## config.mk

```make
export PLATFORM = sky130hd
export DESIGN_NAME = fetch_unit_flat
export DESIGN_NICKNAME = d
export VERILOG_FILES = /design/src/rtl/pipe_pkg.sv /design/src/rtl/fetch_unit_if.sv /design/src/rtl/fetch_buffer.sv /design/src/rtl/fetch_unit.sv /design/src/flat_wrapper.sv
export SDC_FILE = /design/constraint.sdc
export NUM_CORES = 1
export LEC_CHECK = 0
export ABC_AREA = 0
export CORE_ASPECT_RATIO = 1.1
export CORE_MARGIN = 8
export CORE_UTILIZATION = 28
export DETAILED_ROUTE_END_ITERATION = 10
export GPL_TIMING_DRIVEN = 1
export PLACE_DENSITY = 0.57
export SYNTH_ARGS = -nofsm -noshare
export SYNTH_HDL_FRONTEND = slang
export SYNTH_SLANG_ARGS = --single-unit
```

## constraint.sdc

```tcl
create_clock -name clk -period 4.27 [get_ports clk]
set_input_delay 0.854 -clock clk [delete_from_list [all_inputs] [get_ports clk]]
set_output_delay 0.854 -clock clk [all_outputs]
set_load 0.02 [all_outputs]
```

## src/rtl/pipe_pkg.sv

```systemverilog
// Shared definitions for the 8-bit pipeline.
//   ADDR_W / INSTR_W : address and instruction widths
//   OP_JMP           : opcode decoded as an absolute jump
//   fetch_state_e    : fetch FSM encoding (RUN, REDIRECT)
//   fetch_entry_t    : one instruction-buffer slot {instr, pc}
package pipe_pkg;
  localparam int ADDR_W  = 8;
  localparam int INSTR_W = 8;
  localparam logic [1:0] OP_JMP = 2'b11;

  typedef enum logic {
    FS_RUN      = 1'b0,
    FS_REDIRECT = 1'b1
  } fetch_state_e;

  typedef struct packed {
    logic [INSTR_W-1:0] instr;
    logic [ADDR_W-1:0]  pc;
  } fetch_entry_t;
endpackage

```

## src/rtl/fetch_unit_if.sv

```systemverilog
// Fetch-stage bus bundle: instruction-memory request/response, the
// valid/ready hand-off to decode, and the redirect from decode.
//   master : fetch_unit side
//   slave  : environment side (memory + decode)
interface fetch_unit_if;
  import pipe_pkg::*;

  logic               imem_rd_en;
  logic [ADDR_W-1:0]  imem_addr;
  logic [INSTR_W-1:0] imem_rdata;
  logic               if_valid;
  logic [INSTR_W-1:0] if_instr;
  logic [ADDR_W-1:0]  if_pc;
  logic               id_ready;
  logic               jmp_valid;
  logic [ADDR_W-1:0]  jmp_addr;

  modport master (
    output imem_rd_en, imem_addr, if_valid, if_instr, if_pc,
    input  imem_rdata, id_ready, jmp_valid, jmp_addr
  );

  modport slave (
    input  imem_rd_en, imem_addr, if_valid, if_instr, if_pc,
    output imem_rdata, id_ready, jmp_valid, jmp_addr
  );
endinterface

```

## src/rtl/fetch_buffer.sv

```systemverilog
// Two-entry synchronous FIFO of {instr, pc}.
//   clk, rst_n : clock, async active-low reset
//   push/wdata : write at tail
//   pop/rdata  : head entry and advance
//   flush      : empty the FIFO; wins over a same-cycle push
//   occ        : entries held (0..2)
module fetch_buffer
  import pipe_pkg::*;
(
  input  logic         clk,
  input  logic         rst_n,
  input  logic         push,
  input  fetch_entry_t wdata,
  input  logic         pop,
  input  logic         flush,
  output fetch_entry_t rdata,
  output logic [1:0]   occ
);
  fetch_entry_t [1:0] mem_q, mem_d;
  logic               wr_ptr_q, wr_ptr_d;
  logic               rd_ptr_q, rd_ptr_d;
  logic [1:0]         occ_q, occ_d;
  logic               do_push, do_pop;

  always_comb begin
    do_pop   = pop && (occ_q != 2'd0);
    // A full buffer can still take a push when the head leaves this cycle.
    do_push  = push && ((occ_q != 2'd2) || do_pop);
    mem_d    = mem_q;
    wr_ptr_d = wr_ptr_q;
    rd_ptr_d = rd_ptr_q;
    occ_d    = occ_q;
    if (flush) begin
      wr_ptr_d = 1'b0;
      rd_ptr_d = 1'b0;
      occ_d    = 2'd0;
    end else begin
      if (do_push) begin
        mem_d[wr_ptr_q] = wdata;
        wr_ptr_d        = ~wr_ptr_q;
      end
      if (do_pop) rd_ptr_d = ~rd_ptr_q;
      occ_d = occ_q + {1'b0, do_push} - {1'b0, do_pop};
    end
  end

  always_ff @(posedge clk or negedge rst_n) begin
    if (!rst_n) begin
      mem_q    <= '0;
      wr_ptr_q <= 1'b0;
      rd_ptr_q <= 1'b0;
      occ_q    <= 2'd0;
    end else begin
      mem_q    <= mem_d;
      wr_ptr_q <= wr_ptr_d;
      rd_ptr_q <= rd_ptr_d;
      occ_q    <= occ_d;
    end
  end

  assign rdata = mem_q[rd_ptr_q];
  assign occ   = occ_q;
endmodule

```

## src/rtl/fetch_unit.sv

```systemverilog
// Instruction fetch stage: owns the PC, issues reads to a synchronous
// instruction memory (1-cycle latency), queues returned instructions in a
// 2-entry buffer and presents them to decode over valid/ready. A jump pulse
// from decode redirects the PC and squashes everything on the wrong path.
//   clk, rst_n : clock, async active-low reset
//   bus        : fetch_unit_if.master (imem_*, if_*, id_ready, jmp_*)
//   RESET_PC   : PC after reset
module fetch_unit
  import pipe_pkg::*;
#(
  parameter logic [ADDR_W-1:0] RESET_PC = 8'h00
) (
  input logic          clk,
  input logic          rst_n,
  fetch_unit_if.master bus
);
  fetch_state_e      state_q, state_d;
  logic [ADDR_W-1:0] pc_q, pc_d;
  logic              inflight_q, inflight_d;
  logic [ADDR_W-1:0] inflight_pc_q, inflight_pc_d;

  logic [1:0]   occ;
  fetch_entry_t head, cap_entry;
  logic         pop, issue, capture, flush;
  logic [2:0]   need;

  always_comb begin
    pop     = (occ != 2'd0) && bus.id_ready;
    // Slots that will be spoken for after this cycle if nothing new issues.
    need    = {1'b0, occ} + {2'b0, inflight_q} - {2'b0, pop};
    state_d = state_q;
    pc_d    = pc_q;
    issue   = 1'b0;
    capture = 1'b0;
    flush   = 1'b0;
    case (state_q)
      FS_RUN: begin
        if (bus.jmp_valid) begin
          // Jump overrides issue/capture; the data landing now is wrong-path.
          pc_d    = bus.jmp_addr;
          flush   = 1'b1;
          state_d = FS_REDIRECT;
        end else begin
          issue   = (need <= 3'd1);
          capture = inflight_q;
        end
      end
      FS_REDIRECT: begin
        // Buffer is empty and nothing useful is in flight: always refetch.
        issue   = 1'b1;
        state_d = FS_RUN;
      end
      default: state_d = FS_RUN;
    endcase
    if (issue) pc_d = pc_q + 8'd1;
    inflight_d    = issue;
    inflight_pc_d = issue ? pc_q : inflight_pc_q;
  end

  always_ff @(posedge clk or negedge rst_n) begin
    if (!rst_n) begin
      state_q       <= FS_RUN;
      pc_q          <= RESET_PC;
      inflight_q    <= 1'b0;
      inflight_pc_q <= '0;
    end else begin
      state_q       <= state_d;
      pc_q          <= pc_d;
      inflight_q    <= inflight_d;
      inflight_pc_q <= inflight_pc_d;
    end
  end

  always_comb begin
    cap_entry.instr = bus.imem_rdata;
    cap_entry.pc    = inflight_pc_q;
  end

  fetch_buffer u_buf (
    .clk   (clk),
    .rst_n (rst_n),
    .push  (capture),
    .wdata (cap_entry),
    .pop   (pop),
    .flush (flush),
    .rdata (head),
    .occ   (occ)
  );

  // Gated by rst_n so no request leaks out while reset is held.
  assign bus.imem_rd_en = issue & rst_n;
  assign bus.imem_addr  = pc_q;
  assign bus.if_valid   = (occ != 2'd0);
  assign bus.if_instr   = head.instr;
  assign bus.if_pc      = head.pc;
endmodule

```

## src/flat_wrapper.sv

```systemverilog
// flat-port wrapper written by rule: the top's interface ports become plain ports
module fetch_unit_flat import pipe_pkg::*;
#(
  parameter logic [ADDR_W-1:0] RESET_PC = 8'h00
)
  (clk, rst_n, bus_imem_rd_en, bus_imem_addr, bus_if_valid, bus_if_instr, bus_if_pc, bus_imem_rdata, bus_id_ready, bus_jmp_valid, bus_jmp_addr);
  fetch_unit_if bus_i ();
  input logic clk;
  input logic rst_n;
  output wire logic [$bits(bus_i.imem_rd_en)-1:0] bus_imem_rd_en;
  output wire logic [$bits(bus_i.imem_addr)-1:0] bus_imem_addr;
  output wire logic [$bits(bus_i.if_valid)-1:0] bus_if_valid;
  output wire logic [$bits(bus_i.if_instr)-1:0] bus_if_instr;
  output wire logic [$bits(bus_i.if_pc)-1:0] bus_if_pc;
  input wire logic [$bits(bus_i.imem_rdata)-1:0] bus_imem_rdata;
  input wire logic [$bits(bus_i.id_ready)-1:0] bus_id_ready;
  input wire logic [$bits(bus_i.jmp_valid)-1:0] bus_jmp_valid;
  input wire logic [$bits(bus_i.jmp_addr)-1:0] bus_jmp_addr;
  assign bus_imem_rd_en = bus_i.imem_rd_en;
  assign bus_imem_addr = bus_i.imem_addr;
  assign bus_if_valid = bus_i.if_valid;
  assign bus_if_instr = bus_i.if_instr;
  assign bus_if_pc = bus_i.if_pc;
  assign bus_i.imem_rdata = bus_imem_rdata;
  assign bus_i.id_ready = bus_id_ready;
  assign bus_i.jmp_valid = bus_jmp_valid;
  assign bus_i.jmp_addr = bus_jmp_addr;
  fetch_unit #(.RESET_PC(RESET_PC)) u_core (.clk(clk), .rst_n(rst_n), .bus(bus_i));
endmodule
```

[Word level (Yosys, flattened, before mapping)]
Cells that the tools add are included.
Word-level totals
  bits in registers: 54
  input port bits: 20
  output and inout bits: 26
  word-level logic and storage cells: 58
Operators by class
  $add $sub $neg: 5
  $lt $le $gt $ge: 4
  equal/unequal tests: 2
  muxes and demuxes: 20
  bitwise logic cells: 5
  reductions and logical operators: 11
Operators by type and width (count)
  $mux W16: 3
  $bwmux W32: 1
  $mux W8: 3
  $demux W16 S1: 1
  $mux W1: 9
  $add A8 B1 Y8 const B: 1
  $reduce_bool A2 Y1: 4
  $logic_and A1 B1 Y1: 4
  $lt A1 B2 Y1 const B: 2
  $ne A2 B2 Y1 const B: 2
  $not A1 Y1: 4
  $pmux W1 S2: 2
  $reduce_and A2 Y1: 2
  $add A2 B1 Y3: 1
  $le A3 B1 Y1 const B: 1
  $sub A3 B1 Y3: 1
  $add A2 B1 Y2: 1
  $mux W2: 1
  $sub A2 B1 Y2: 1
  $and A1 B1 Y1: 1
  $ge A1 B1 Y1 const B: 1
  $logic_or A1 B1 Y1: 1

[Logic depth before layout (Yosys ltp)]
Gate-level depths: netlist (run 1).
  depth in word-level cells: 8
  gate-level depth with buffers: 12
  gate-level depth less buffers: 11

[Cells and area by module]
A second synthesis (run 1) with hierarchy kept.
Second synthesis, totals
  cells, all modules: 190
  area, all modules: 2605.0 um^2
By module, submodules not included
  fetch_buffer: times used 1, cells an instance 107, area an instance 1655.3 um^2, sequential area each 900.9 um^2
  fetch_unit: times used 1, cells an instance 83, area an instance 949.7 um^2, sequential area each 450.4 um^2

[Least setup slack after synthesis (run 1)]
OpenSTA, ideal clock, no wires.
  kind: input port to output port
  start point: input bus_id_ready
  end point: output bus_imem_rd_en
  arrival: 2.726 ns
  data required time: 3.416 ns
  slack: 0.690 ns
  cell stages on the path: 11
  buffers on the path: 1
  cell sequence: and2_1 -> ha_1 -> inv_1 -> ha_1 -> inv_1 -> fa_1 -> xnor2_1 -> and2_1 -> buf_6 -> a21oi_4 -> nor2b_1
On the way
  longest elaborated chain between the ends: 6
RTL lines
  from (decl): line flat_wrapper.sv:16  | input wire logic [$bits(bus_i.id_ready)-1:0] bus_id_ready;
  $logic_and A1 B1 Y1: line fetch_unit.sv:28  | pop = (occ != 2'd0) && bus.id_ready;
  $sub A3 B1 Y3: line fetch_unit.sv:30  | need = {1'b0, occ} + {2'b0, inflight_q} - {2'b0, pop};
  $le A3 B1 Y1: line fetch_unit.sv:44  | issue = (need <= 3'd1);
  $mux W1: line fetch_unit.sv:38  | if (bus.jmp_valid) begin
  $pmux W1 S2: line fetch_unit.sv:36  | case (state_q)
  $and A1 B1 Y1: line fetch_unit.sv:91  | assign bus.imem_rd_en = issue & rst_n;
  to (decl): line flat_wrapper.sv:10  | output wire logic [$bits(bus_i.imem_rd_en)-1:0] bus_imem_rd_en;
No other way between the ends.

[Worst setup path after layout (run 1)]
Same ends and word-level chain as after synthesis.

==> reports/metrics.csv, run 1 <==
stage,metric,value,unit
final_layout,post-synthesis to final-layout area growth,25.1,%
floorplanning,Die Wd,109,um
critical_path,Crit path max-delay family,buffers and inverters,
synth,mean post-synth cell area,13.4,um^2
synth,Synth Cell Area,2660,um^2
floorplanning,# rows,37,
routing,routed wire length per instance,15.6,um
critical_path,Critical R2R Launch,u_core.u_buf.occ[0]$_DFF_PN0_,
cts,Longest Clk Path Bufs,2,
timing,RSZ-0062 raised after global routing,false,
worst_hold_path,HP Class,reg2reg,
cts,root buf cell,clkbuf_8,
timing,Final Skew,6.84,ps
critical_path,worst r2r dst,u_core.inflight_pc_q[1]$_DFFE_PN0N_,
synth,"Seq/Total Area, Yosys",50.8,%
critical_path,CP startpoint,bus_id_ready,
synth,Post-Syn Instances,199,
placed_design,post-place setup slack,-290,ps
critical_path,Critical Path RT,3420,ps
timing,final worst path period need,4010,ps
synth,top cell type's share of synthesized area,50.8,%
floorplanning,core area,9310,um^2
critical_path,crit path to,bus_imem_rd_en,
global_routing,initial antenna violation count,0,
worst_hold_path,hold path depth,1,
cts,CTS tree,done,
routing,final WL,5710,um
final_layout,nets,275,
power_and_ir_drop,PwrDens,779,nW/um^2
final_layout,fin area,3320,um^2
floorplanning,full die area,12900,um^2
critical_path,Max stage delay on crit path,480,ps
critical_path,path type of the worst setup path,in2out,
cts,Clock transition at path regs,90,ps
timing,Final Worst Setup Slack,264,ps
placed_design,# port buffers,45,
routing,DRC errors left,0,
timing,Fmax,0.250,GHz
critical_path,Reg2Reg Setup Slack,1350,ps
floorplanning,initial core utilization,28.6,%
critical_path,CP Max Fanout,2,
cts,CTS Buf Count,5,
synth,syn_nets,225,
placed_design,routability cong.,0.765,
cts,worst skew pair latency,300,ps
placed_design,DP HPWL,4000,um
timing,Max Slew Vio Count,0,
routing,Via density,4.65,
floorplanning,Die Ht,118,um
critical_path,Worst Path Arrival,3150,ps
cts,# clock sinks,54,
timing,Max transition margin,47.5,%
critical_path,Worst Reg2Reg Path Length in Cells,12,
routing,via count,1705,
run,Max Cap Viol,0,
power_and_ir_drop,Max IR drop VDD,0.248,mV
critical_path,crit start category,primary input,
synth,Ys Warns,0,
routing,Initial DRT Pass Iterations,4,
synth,Yosys reg bits,54,
global_routing,global-route wire length before repair,9460,um
final_layout,Inserted Diodes,0,
critical_path,Worst setup EP type,output pin,
critical_path,CP Cell Sequence,clkdlybuf4s50_1 > and2_1 > ha_1 > inv_1 > ha_1 > inv_1 > fa_1 > xnor2_1 > and2_1 > a21oi_4 > nor2b_2 > clkbuf_2,
synth,leading area contributor after synthesis,dfrtp_1,
timing,Final setup viols,0,
cts,# Post-CTS Setup Buffers,0,
global_routing,vias in the first global route,1827,
floorplanning,IO Count,46,
critical_path,cell depth of the worst setup path,12,
timing,Final Hold Slack,507,ps
run_status,outcome,"complete, no violations",
critical_path,Critical-path top delay cell,clkdlybuf4s50_1,
global_routing,GRT Util Overall,9.27,%
placed_design,Placed Area,3240,um^2
routing,DR iter-0 viols,63,
final_layout,share of layout cells above drive strength 1,31.6,%
critical_path,Critical path buffers and inverters,4,
routing,DRT antenna net count,0,
power_and_ir_drop,leakage,1.41,nW
global_routing,largest net degree at the start of global routing,55,
synth,Cell variety after synth,35,
timing,final hold vios,0,
timing,Final period util,93.8,%
cts,H-tree depth,2,
timing,Slew @ Worst Pin,788,ps
global_routing,gr ovfl total,0,
synth,synth top area cells,"dfrtp_1 (51%), mux2_2 (19%), mux2_4 (5.6%)",
through the flow:
stage,total power [mW],util (%),setup TNS (ps),std cells
detailed placement,2.33,34.8,-290,359
floorplan,1.83,-,0,199
global placement,2.31,34.8,-220,359
finish,2.59,35.7,0,367
CTS,2.63,35.8,0,367
global route,2.78,35.7,0,367
routing by layer:
| metal | global-route usage [%] | wire length (um) |
|---|---|---|
| met5 | 0 | 0 |
| met4 | 2.66 | 29 |
| met3 | 3.53 | 377 |
| met2 | 13.8 | 2600 |
| met1 | 12.2 | 2700 |
area by class of cell:
type                    instances  area, um^2
well taps                     117         146
flip-flops and latches         54        1350
fillers                       935        5980
repair buffers                 52         493
multi-input cells             127        1210
clock buffers                   7        86.3
clock inverters                 1        5.00
inverters                       9        33.8
worst min-delay path by stage:
stage | from | endpoint | slack [ps]
final | u_core.u_buf.mem_q[20]$_DFFE_PN0P_ | u_core.u_buf.mem_q[20]$_DFFE_PN0P_ | 510
after global routing | u_core.u_buf.mem_q[26]$_DFFE_PN0P_ | u_core.u_buf.mem_q[26]$_DFFE_PN0P_ | 520
after CTS | u_core.u_buf.mem_q[2]$_DFFE_PN0P_ | u_core.u_buf.mem_q[2]$_DFFE_PN0P_ | 510
after detailed placement | u_core.u_buf.mem_q[29]$_DFFE_PN0P_ | u_core.u_buf.mem_q[29]$_DFFE_PN0P_ | 490
after global placement | u_core.u_buf.mem_q[30]$_DFFE_PN0P_ | u_core.u_buf.mem_q[30]$_DFFE_PN0P_ | 480
after floorplan | u_core.u_buf.mem_q[18]$_DFFE_PN0P_ | u_core.u_buf.mem_q[18]$_DFFE_PN0P_ | 470
cell usage after synthesis:
cell type and count:
nor2_4 1, o41ai_1 2, nand3_1 2, nand3_2 1
a2bb2oi_1 2, clkbuf_1 5, nand4_2 1, or2_2 2
a21oi_1 1, ha_1 5, nor2b_1 3, inv_1 9
mux2_4 10, a31oi_1 6, fa_1 1, nand2_1 4
xor2_1 3, mux2_2 45, buf_12 1, o32ai_1 3
dfrtp_1 54, nand2b_1 2, a222oi_1 2, xnor2_1 7
o31ai_1 2, nor2_1 7, a21oi_4 1, buf_2 1
nor3_1 4, buf_6 2, and3_1 1, mux2_1 1
and2_1 5, or3b_4 1, a22oi_1 2
sequential cells by signal, summed over array words and instances (netlist names):
| name | cells |
|---|---|
| u_core.u_buf.mem_q | 32 |
| u_core.bus.imem_addr | 8 |
| u_core.inflight_pc_q | 8 |
| u_core.u_buf.occ | 2 |
| u_core.inflight_q | 1 |
| u_core.state_q | 1 |
| u_core.u_buf.rd_ptr_q | 1 |
| u_core.u_buf.wr_ptr_q | 1 |
logic make-up after synthesis:
group	synth area share, %
xor+xnor	3.30
compound gates	6.40
flops	50.8
simple gates	7.44
buf+inv	3.77
fa+ha+maj	3.11
mux	25.1
what timing repair did:
| item | in CTS | in global routing |
|---|---|---|
| gates resized for setup | 2 | 2 |
| pin swaps | 0 | 0 |
| hold buffers | 0 | 0 |
| endpoints found under the setup margin | 1 | 1 |
| cloned | 0 | 0 |
worst reg2reg max path, cell delays in order (launching register included):
cell and delay, ps:
dfrtp_1 420, or2_2 290, and2_1 180, ha_1 270, inv_1 50, ha_1 120
inv_1 40, fa_1 370, xnor2_1 150, and2_1 200, a21oi_4 160, buf_4 200
mux2_2 340
report_power, final:
group	switching [mW]	leakage [nW]	total [mW]	internal [mW]
Combinational	0.587	0.706	1.33	0.741
Sequential	0.211	0.651	0.967	0.756
Clock	0.163	0.0482	0.294	0.131
placed cells by master (no fill, tap or decap), types with 2 or more instances in the layout:
master            n
inv_1             9
nand2_1           4
buf_4             7
mux2_2           45
a22oi_1           2
dfrtp_1          54
o31ai_1           2
xnor2_1           7
mux2_4           10
nand3_1           2
clkdlybuf4s50_1  43
nor2b_1           2
xor2_1            3
and2_1            5
nor3_1            4
ha_1              5
nor2_1            7
a2bb2oi_1         2
o32ai_1           3
a31oi_1           6
o41ai_1           2
a222oi_1          2
or2_2             2
clkbuf_8          6
nand2b_1          2
Power figures use the tool's default switching activity.
==> inputs of run 2 (changes only) <==
--- a/config.mk
+++ b/config.mk
@@ -6,6 +6,7 @@
 export NUM_CORES = 1
 export LEC_CHECK = 0
 export ABC_AREA = 0
+export CAP_MARGIN = 10
 export CORE_ASPECT_RATIO = 1.1
 export CORE_MARGIN = 8
 export CORE_UTILIZATION = 28
==> results of run 2 <==
Final layout, timing and power as in run 1 (identical DEF).
==> inputs of run 3 (changes only) <==
--- a/config.mk
+++ b/config.mk
@@ -5,14 +5,15 @@
 export SDC_FILE = /design/constraint.sdc
 export NUM_CORES = 1
 export LEC_CHECK = 0
-export ABC_AREA = 0
 export CAP_MARGIN = 10
+export CELL_PAD_IN_SITES_DETAIL_PLACEMENT = 1
+export CELL_PAD_IN_SITES_GLOBAL_PLACEMENT = 2
 export CORE_ASPECT_RATIO = 1.1
 export CORE_MARGIN = 8
 export CORE_UTILIZATION = 28
 export DETAILED_ROUTE_END_ITERATION = 10
 export GPL_TIMING_DRIVEN = 1
-export PLACE_DENSITY = 0.57
+export PLACE_DENSITY = 0.73
 export SYNTH_ARGS = -nofsm -noshare
 export SYNTH_HDL_FRONTEND = slang
 export SYNTH_SLANG_ARGS = --single-unit
==> run 3 against run 2 <==
Compared with the run above:
- global-route usage increased by 0.41 points
- combinational power about the same
- sequential cell count is the same
- clock skew increased by 1.5 ps
- clock power grew 16%
- critical path depth did not move
- register-to-register slack about the same
- sequential power grew 0.7%
- count of clock-buffer cells in the layout shrank 2
- routed wire length up 2.5%
- largest cell class unchanged
==> reports/metrics.csv, run 3 (same netlist as run 1, synthesis figures left out) <==
stage,metric,value,unit,change
routing,Via density,4.72,,+1.7%
run,Max Cap Viol,0,,unchanged
cts,CTS tree,done,,
final_layout,most frequent cells in the layout,"dfrtp_1 (54), mux2_2 (45), clkdlybuf4s50_1 (43)",,
floorplanning,Die Wd,109,um,unchanged
floorplanning,# rows,37,,unchanged
critical_path,Critical Path RT,3420,ps,about the same
placed_design,placed insts,358,,-0.28%
timing,Fmax,0.248,GHz,-0.79%
cts,# clock sinks,54,,unchanged
critical_path,path type of the worst setup path,in2out,,
routing,DRT antenna net count,0,,unchanged
cts,H-tree depth,2,,unchanged
routing,routed wire length per instance,16.0,um,+2.8%
critical_path,Critical R2R Launch,u_core.u_buf.occ[0]$_DFF_PN0_,,
global_routing,largest net degree at the start of global routing,55,,unchanged
timing,final hold vios,0,,unchanged
final_layout,Top reg by flops,u_core.u_buf.mem_q,,
floorplanning,full die area,12900,um^2,unchanged
cts,"Hold-fix buffers, CTS",0,,unchanged
timing,Final Skew,8.34,ps,+1.50 ps
floorplanning,initial core utilization,28.6,%,unchanged
cts,CTS Buf Count,5,,unchanged
power_and_ir_drop,Max IR drop VDD,0.301,mV,+21%
floorplanning,Die Ht,118,um,unchanged
cts,Resized Gates After CTS,1,,-1
timing,Max transition margin,38.0,%,-9.4 points
final_layout,"most common cell after layout, fill and taps aside",dfrtp_1,,
final_layout,Largest register FFs,32,,unchanged
cts,root buf cell,clkbuf_8,,
routing,Initial DRT Pass Iterations,4,,unchanged
timing,Slew @ Worst Pin,926,ps,+138 ps
worst_hold_path,Hold Crit Start,u_core.u_buf.mem_q[31]$_DFFE_PN0P_,,
timing,Max Slew Vio Count,0,,unchanged
routing,DRC errors left,0,,unchanged
final_layout,nets,274,,-0.36%
critical_path,Reg2Reg Setup Slack,1350,ps,about the same
critical_path,Worst Path Arrival,3180,ps,+30 ps
timing,RSZ-0062 raised after global routing,false,,
global_routing,GRT Util Overall,9.68,%,+0.41 points
critical_path,crit start category,primary input,,
critical_path,Worst setup EP type,output pin,,
global_routing,initial antenna violation count,0,,unchanged
global_routing,gr ovfl total,0,,unchanged
timing,final worst path period need,4040,ps,+31.9 ps
routing,via count,1729,,+1.4%
power_and_ir_drop,PwrDens,794,nW/um^2,+1.9%
routing,final WL,5850,um,+2.5%
critical_path,CP startpoint,bus_id_ready,,
power_and_ir_drop,leakage,1.41,nW,+0.26%
timing,Final period util,94.6,%,+0.75 points
final_layout,Inserted Diodes,0,,unchanged
run_status,outcome,"complete, no violations",,
critical_path,CP Max Fanout,2,,unchanged
worst_hold_path,HP Class,reg2reg,,
global_routing,global-route wire length before repair,9990,um,+5.6%
final_layout,share of layout cells above drive strength 1,31.3,%,-0.27 points
placed_design,DP HPWL,4140,um,+3.5%
cts,Longest Clk Path Bufs,2,,unchanged
final_layout,Finished Layout Cells,366,,-0.27%
placed_design,# port buffers,45,,unchanged
global_routing,vias in the first global route,1920,,+5.1%
floorplanning,IO Count,46,,unchanged
floorplanning,core area,9310,um^2,unchanged
placed_design,routability cong.,0.758,,-0.91%
routing,DR iter-0 viols,51,,-19%
cts,# Post-CTS Setup Buffers,0,,unchanged
final_layout,post-synthesis to final-layout area growth,25.4,%,
cts,Clock transition at path regs,90,ps,about the same
power_and_ir_drop,PnR Total Power,2.65,mW,+2.2%
cts,worst skew pair latency,310,ps,about the same
timing,Final setup viols,0,,unchanged
[run 3: cell count changes in the layout (fill, tap and decap cells not counted)]
cell       change
clkinv_2       +1
nor2b_1        +1
buf_4          -1
nor2b_2        -1
clkbuf_8       -1
clkbuf_1       -1
bufinv_16      +1
[run 3: layout make-up]
type	count	area, um^2
fill	1004	5970
clock buffer	5	68.8
timing repair buffer	51	485
multi-input combinational	127	1210
tap	117	146
inverter	9	33.8
clock inverter	3	40.0
sequential	54	1350
[run 3: through the flow]
step | setup TNS [ps] | utilization, % | hold WS (ps) | setup WS, ps | cell area (um^2)
floorplan | 0 | - | 474 | 690 | 2660
global placement | -225 | 34.7 | 482 | -225 | 3230
detailed placement | -253 | 34.7 | 490 | -253 | 3230
CTS | 0 | 35.8 | 515 | 25.7 | 3340
global route | 0 | 35.8 | 530 | 38.2 | 3330
finish | 0 | 35.8 | 507 | 232 | 3330
[run 3: where the power goes]
| group | switching [mW] | internal, mW | leakage (nW) | total [mW] |
|---|---|---|---|---|
| Combinational | 0.592 | 0.739 | 0.700 | 1.33 |
| Clock | 0.168 | 0.173 | 0.0579 | 0.341 |
| Sequential | 0.218 | 0.756 | 0.651 | 0.974 |
| Total | 0.978 | 1.67 | 1.41 | 2.65 |
[run 3: layer usage]
| layer | GRT usage (%) | vias up | part of all wire (%) |
|---|---|---|---|
| met2 | 15.5 | 35 | 48 |
| met3 | 2.77 | 7 | 4.8 |
| met5 | 0 | - | 0 |
| li1 | - | 806 | - |
| met1 | 12.3 | 881 | 46 |
| met4 | 2.91 | 0 | 1.3 |
[run 3: path summary, 6_finish.rpt]
path	to	cells past startpoint
worst max-delay path	bus_imem_rd_en	12
worst min-delay path	u_core.u_buf.mem_q[31]$_DFFE_PN0P_	1
worst max register to register	u_core.inflight_pc_q[3]$_DFFE_PN0N_	12
worst min register to register	u_core.u_buf.mem_q[31]$_DFFE_PN0P_	1
max in group asynchronous	u_core.u_buf.mem_q[22]$_DFFE_PN0P_	2
min in group asynchronous	u_core.u_buf.mem_q[25]$_DFFE_PN0P_	2
[run 3: worst max-delay path: stages]
cell	delay, ps
clkdlybuf4s50_1	470
and2_1	150
ha_1	230
inv_1	60
ha_1	130
inv_1	50
fa_1	370
xnor2_1	180
and2_1	230
a21oi_4	70
nor2b_1	200
clkbuf_2	210
